`src/rtl/sync_fifo_reader.sv`:
```
// Read-side controller for the sync FIFO: turns the one-cycle-latency read port into a
// valid/ready stream via a 2-entry skid buffer. Optional delivered-word counter: SYNC_FIFO_READER_CNT_EN.
module sync_fifo_reader #(
    parameter int unsigned FIFO_WIDTH = 8
) (
    input  logic                  clk,
    input  logic                  reset,
    input  logic                  i_empty,
    input  logic [FIFO_WIDTH-1:0] iv_fifo_dout,
    output logic                  o_rd,
    output logic [FIFO_WIDTH-1:0] ov_dout,
    output logic                  o_valid,
    input  logic                  i_ready,
    output logic [31:0]           ov_rd_cnt
);

    localparam int unsigned CNT_W    = 32;
    localparam int unsigned CREDIT_W = 3;

    logic [1:0]            occ;
    logic                  inflight;
    logic                  wr_ptr;
    logic                  rd_ptr;
    logic [FIFO_WIDTH-1:0] skid_mem [2];
    logic                  pop;
    logic [CREDIT_W-1:0]   credit;

    // Occupancy after this cycle; reading is allowed only while a slot stays free for the reply.
    always_comb begin
        pop    = o_valid & i_ready;
        credit = CREDIT_W'({1'b0, occ}) + CREDIT_W'(inflight) - CREDIT_W'(pop);
        o_rd   = !reset & !i_empty & (credit < CREDIT_W'(2));
    end

    assign o_valid = (occ != 2'd0);
    assign ov_dout = skid_mem[rd_ptr];

    // Skid buffer: capture read data one cycle after the strobe, release in order on pop.
    always_ff @(posedge clk) begin
        if (reset) begin
            occ         <= 2'd0;
            inflight    <= 1'b0;
            wr_ptr      <= 1'b0;
            rd_ptr      <= 1'b0;
            skid_mem[0] <= '0;
            skid_mem[1] <= '0;
        end else begin
            inflight <= o_rd;
            if (inflight) begin
                skid_mem[wr_ptr] <= iv_fifo_dout;
                wr_ptr           <= ~wr_ptr;
            end
            if (pop) begin
                rd_ptr <= ~rd_ptr;
            end
            occ <= 2'(credit);
        end
    end

`ifdef SYNC_FIFO_READER_CNT_EN
    logic [CNT_W-1:0] rd_cnt;

    // Free-running delivered-word count, wraps naturally.
    always_ff @(posedge clk) begin
        if (reset) begin
            rd_cnt <= '0;
        end else if (pop) begin
            rd_cnt <= rd_cnt + CNT_W'(1);
        end
    end

    assign ov_rd_cnt = rd_cnt;
`else
    assign ov_rd_cnt = '0;
`endif

endmodule

```
`config.mk`:
```
export PLATFORM = sky130hd
export DESIGN_NAME = sync_fifo_reader
export DESIGN_NICKNAME = d
export VERILOG_FILES = /design/src/rtl/sync_fifo_reader.sv
export SDC_FILE = /design/constraint.sdc
export NUM_CORES = 1
export LEC_CHECK = 0
export BUFFER_PORTS_ARGS = -buffer_cell sky130_fd_sc_hd__buf_2
export CAP_MARGIN = 40
export CORE_AREA = 4 4 59 61
export CTS_CLUSTER_SIZE = 24
export DETAILED_ROUTE_END_ITERATION = 6
export DIE_AREA = 0 0 63 65
export PLACE_DENSITY = 0.69
export SYNTH_ARGS = -nofsm -noshare
export SYNTH_HDL_FRONTEND = slang
export SYNTH_SLANG_ARGS = --single-unit
```
`constraint.sdc`:
```
create_clock -name clk -period 4.8 [get_ports clk]
set_input_delay 1.44 -clock clk [delete_from_list [all_inputs] [get_ports clk]]
set_output_delay 1.44 -clock clk [all_outputs]
set_load 0.005 [all_outputs]
```
Word level (Yosys, flattened, before mapping)
Memories as Yosys holds them, arrays and structs flattened. A register that Yosys moved wholly into a read port is not among the register bits.
Cells that the tools add are included.
- memories kept: 1
- bits in registers: 5
- RAM bits: 16
- output and inout bits: 42
- logic and storage cells: 27
- memory list (name ; words ; bits a word ; rd ports ; clocked after Yosys merged registers in ; wr ports ; line ; RTL):
    skid_mem ; 2 ; 8 ; 1 ; 1 ; 2 ; 24 ; logic [FIFO_WIDTH-1:0] skid_mem [2];
- reduce and logical (&&, ||, !) cells: 4
- multiplexer cells: 10
- add/subtract/negate cells: 2
- bitwise gates (word level): 5
- magnitude comparators: 1
- operators by type and width (operator ; number):
    $mux 1 ; 9
    $mux 8 ; 1
    $reduce_or 8->1 ; 1
    $add 2x1->3 ; 1
    $and 1x1->1 ; 3
    $lt 3x2->1 const B ; 1
    $sub 3x1->3 ; 1
    $logic_not 1->1 ; 2
    $not 1->1 ; 2
    $reduce_bool 2->1 ; 1

Depth between registers and ports, before layout
- word-level depth: 5
- depth in mapped cells: 7
- gate-level depth less buffers: 7

Worst setup path after synthesis
Ideal clock, no wire load.
- path kind: input to output
- start: in i_ready
- end: out o_rd
- setup slack: 0.608 ns
- arrival: 2.752 ns
- buffers on the path: 0
- stages on the path: 6
- cell sequence: o21a_4 ha_1 inv_1 ha_1 fa_1 nor4_1
- longest elaborated chain between the ends: 4
- ends and longest elaborated chain (element ; line ; RTL):
    start: declaration ; 13 ; input logic i_ready,
    $and 1x1->1 ; 30 ; pop = o_valid & i_ready;
    $sub 3x1->3 ; 31 ; credit = CREDIT_W'({1'b0, occ}) + CREDIT_W'(inflight) - CREDIT_W'(pop);
    net credit[1] ; 26 ; logic [CREDIT_W-1:0] credit;
    $lt 3x2->1 ; 32 ; o_rd = !reset & !i_empty & (credit < CREDIT_W'(2));
    $and 1x1->1 ; 32 ;
    end: declaration ; 10 ; output logic o_rd,
The timed path passes the listed nets, and every way through them passes these cells.

Final worst setup path
- start: in i_ready
- end: out o_rd
- longest elaborated chain between the ends: 4
- ends and longest elaborated chain (element ; line ; RTL):
    $and 1x1->1 ; 30 ;
    net pop ; 25 ; logic pop;
    $sub 3x1->3 ; 31 ;
    net credit[1] ; 26 ;
    $lt 3x2->1 ; 32 ;
    $and 1x1->1 ; 32 ;
The timed path passes the listed nets, and every way through them passes these cells.

==> impl_metrics.ini <==
[synthesis]
syn_area_um2 = 1240
yosys.cell_types.count = 19
netlist_top_cells_area = edfxtp_1 39%, buf_4 20%, dfxtp_1 9.6%, mux2_2 9.0%, nand2b_1 6.0%
netlist.area_leader.share_pct = 38.6
synth_warnings = 0
yosysTopAreaCell = edfxtp_1
ys_ff_latch = 22
ys_seq_area_share_pct = 48.2
syn_area_per_cell_um2 = 10.9
postSynthCellCount = 114

[drt]
drtAntennaViolNets = 0
drt_wl_total_um = 1990
dr.first_iter.drc_count = 9
vias = 711
viasPerCell = 4.23
wl_per_cell_um = 11.8
drc = 0
drt_pre_antenna_iters = 4

[pwr]
p_leak_nw = 0.591
switching_share_pct = 27.4
fin_total_pwr_mw = 0.590
worst_ir_drop_vdd_v = 0.000220
switching_power_mw = 0.161
p_int_mw = 0.428
pwr-share-comb_pct = 30.2
sequentialPowerShare_pct = 46.4
power_density_nw_per_um2 = 453
power_frac_clock_pct = 23.5

[status]
status = finished clean

[placement]
pre_cts_ws_ps = 288
io_buffers = 21
place_congestion = 0.669
hpwl_um = 1480

[cts]
insertion_delay_ps = 300
postCtsSetupBuffers = 0
clockRootBuffer = clkbuf_4
htree_levels = 1
ctsResizeCount = 0
cts_buffers = 3
numClockSinks = 22
clk_pin_slew_worst_paths_ps = 130
ctsHoldBuffers = 0
clk_path_buf_depth = 2
tritoncts = yes

[sta]
fmax_mhz = 223
report.final.hold_viol_count = 0
fin_skew_ps = 11.7
grt_setup_unrepaired = false
setup-tns-final_ps = 0
slew_violations = 0
layout_worst_path_cycle_share_pct = 93.5
finalCriticalPeriod_ps = 4490
worst_slack_ps = 312
setup_viol = 0

[setup_path]
crit_fanout = 3
crit_type = input port to output port
timing.rr.end = inflight$_SDFF_PP0_
cp.arrival_ps = 3050
worst_path_dominant_cell_family = adder cells
cp-end-kind = output port
cpMaxStageDelayCell = fa_1
start_kind = input port
r2r-start = occ[1]$_SDFF_PP0_
worstPathRequired_ps = 3360
path_cells = buf_2, o21a_4, ha_1, inv_1, ha_1, fa_1, nor4_1, buf_2
crit_buf_inv = 3
reg2regPathDepth = 6
cpPeakStageDelay_ps = 470
r2r_slack_ps = 2960

[flow_run]
cap_viol_max_count = 0

[floorplan]
die_x_um = 63
start_util_pct = 41.8
rows = 20
core_um2 = 2980
num_io_pins = 54
die-area_um2 = 4100
die_h_um = 65

[worst_hold_path]
hold_path.class = flip-flop to flip-flop
whs_endpoint = wr_ptr$_SDFFE_PP0P_
min-delay-start = wr_ptr$_SDFFE_PP0P_
hold-path-cell-count = 2

[finish]
final_util_pct = 43.7
final_layout_size_suffix_gt1_share_pct = 27.4
nNetsFinal = 151
antenna_cells = 0
syn2layout_area_growth_pct = 4.62

[grt]
track_usage_pct = 9.47
grt_pass1_wl_um = 3090
antenna_found_initial = 0
gr-total-overflow = 0
grt_max_degree = 18
grt_pass1_vias = 737
==> power by group through the flow <==
stage	registers, mW	logic (mW)	clock network, mW
final	0.274	0.178	0.138
after CTS	0.276	0.181	0.144
after global placement	0.276	0.174	0
after floorplan	0.266	0.153	0
after detailed placement	0.280	0.180	0
after global routing	0.280	0.203	0.150
==> metrics by stage <==
step,instances,hold slack (ps),cell area [µm²]
finish,168,497,1300
global route,168,533,1300
CTS,168,497,1300
detailed placement,164,479,1250
global placement,164,465,1250
floorplan,145,456,1360
==> layout make-up <==
| class | count | area, µm² |
|---|---|---|
| Timing Repair Buffer | 21 | 105 |
| Fill cell | 283 | 1680 |
| Sequential cell | 22 | 601 |
| Tap cell | 33 | 41.3 |
| Inverter | 4 | 15.0 |
| Multi-Input combinational cell | 84 | 488 |
| Clock buffer | 3 | 22.5 |
| Clock inverter | 1 | 30.0 |
==> worst reg2reg max path, delay by kind of cell (launching register included) <==
family          cells  cell delay (ps)
flops               1              370
compound gates      1              220
simple gates        1              220
fa+ha+maj           3              910
buf+inv             1               30
==> worst max-delay path by stage <==
stage                 to     from  slack [ps]  depth (start not counted)
global route        o_rd  i_ready         230                          8
detailed placement  o_rd  i_ready         290                          8
finish              o_rd  i_ready         310                          8
global placement    o_rd  i_ready         390                          8
floorplan           o_rd  i_ready         610                          6
CTS                 o_rd  i_ready         280                          8
==> cell usage after synthesis <==
library cell  instances
inv_1                 4
nand2_1               1
buf_4                33
nand2b_1             12
dfxtp_1               6
o21a_4                1
nor4_1                2
edfxtp_1             16
and2b_1               1
xnor2_1               1
fa_1                  1
conb_1                1
nor2b_1               2
buf_2                 2
nor2_1               17
or2_2                 1
a21oi_1               1
ha_1                  2
mux2_2               10
==> logic make-up (layout without fill, tap and decap cells) <==
group                    Yosys count  in the layout  share of synthesized area (%)
adder cells (fa/ha/maj)            3              3                           3.62
flip-flops                        22             22                           48.2
other                              1             32                          0.301
multiplexers                      10             10                           9.05
XOR/XNOR                           1              1                          0.704
AO/OA/AOI/OAI                      2              2                           1.61
AND/OR/NAND/NOR                   36             36                           14.6
buffers and inverters             39             29                           21.9
==> sequential cells by signal (all words and copies together), names as in the netlist, named ones only <==
| register | count |
|---|---|
| rd_ptr | 1 |
| inflight | 1 |
| skid_mem | 16 |
| occ | 2 |
| wr_ptr | 1 |
==> per-layer routing <==
layer	track usage [%]	wire (µm)
met1	10.4	765
met2	17.1	1010
met3	2.95	213
met4	3.31	0
met5	0	0
==> cell usage in the layout, fill, tap and decap left out <==
master     instances
ha_1               2
nor2_1            17
nor2b_1            2
and2b_1            1
bufinv_16          1
xnor2_1            1
mux2_2            10
nand2_1            1
nand2b_1          12
nor4_1             2
or2_2              1
edfxtp_1          16
fa_1               1
clkbuf_4           3
conb_1            32
buf_2             21
dfxtp_1            6
o21a_4             1
inv_1              4
a21oi_1            1
Note: power is estimated with default switching activity, not from simulation.
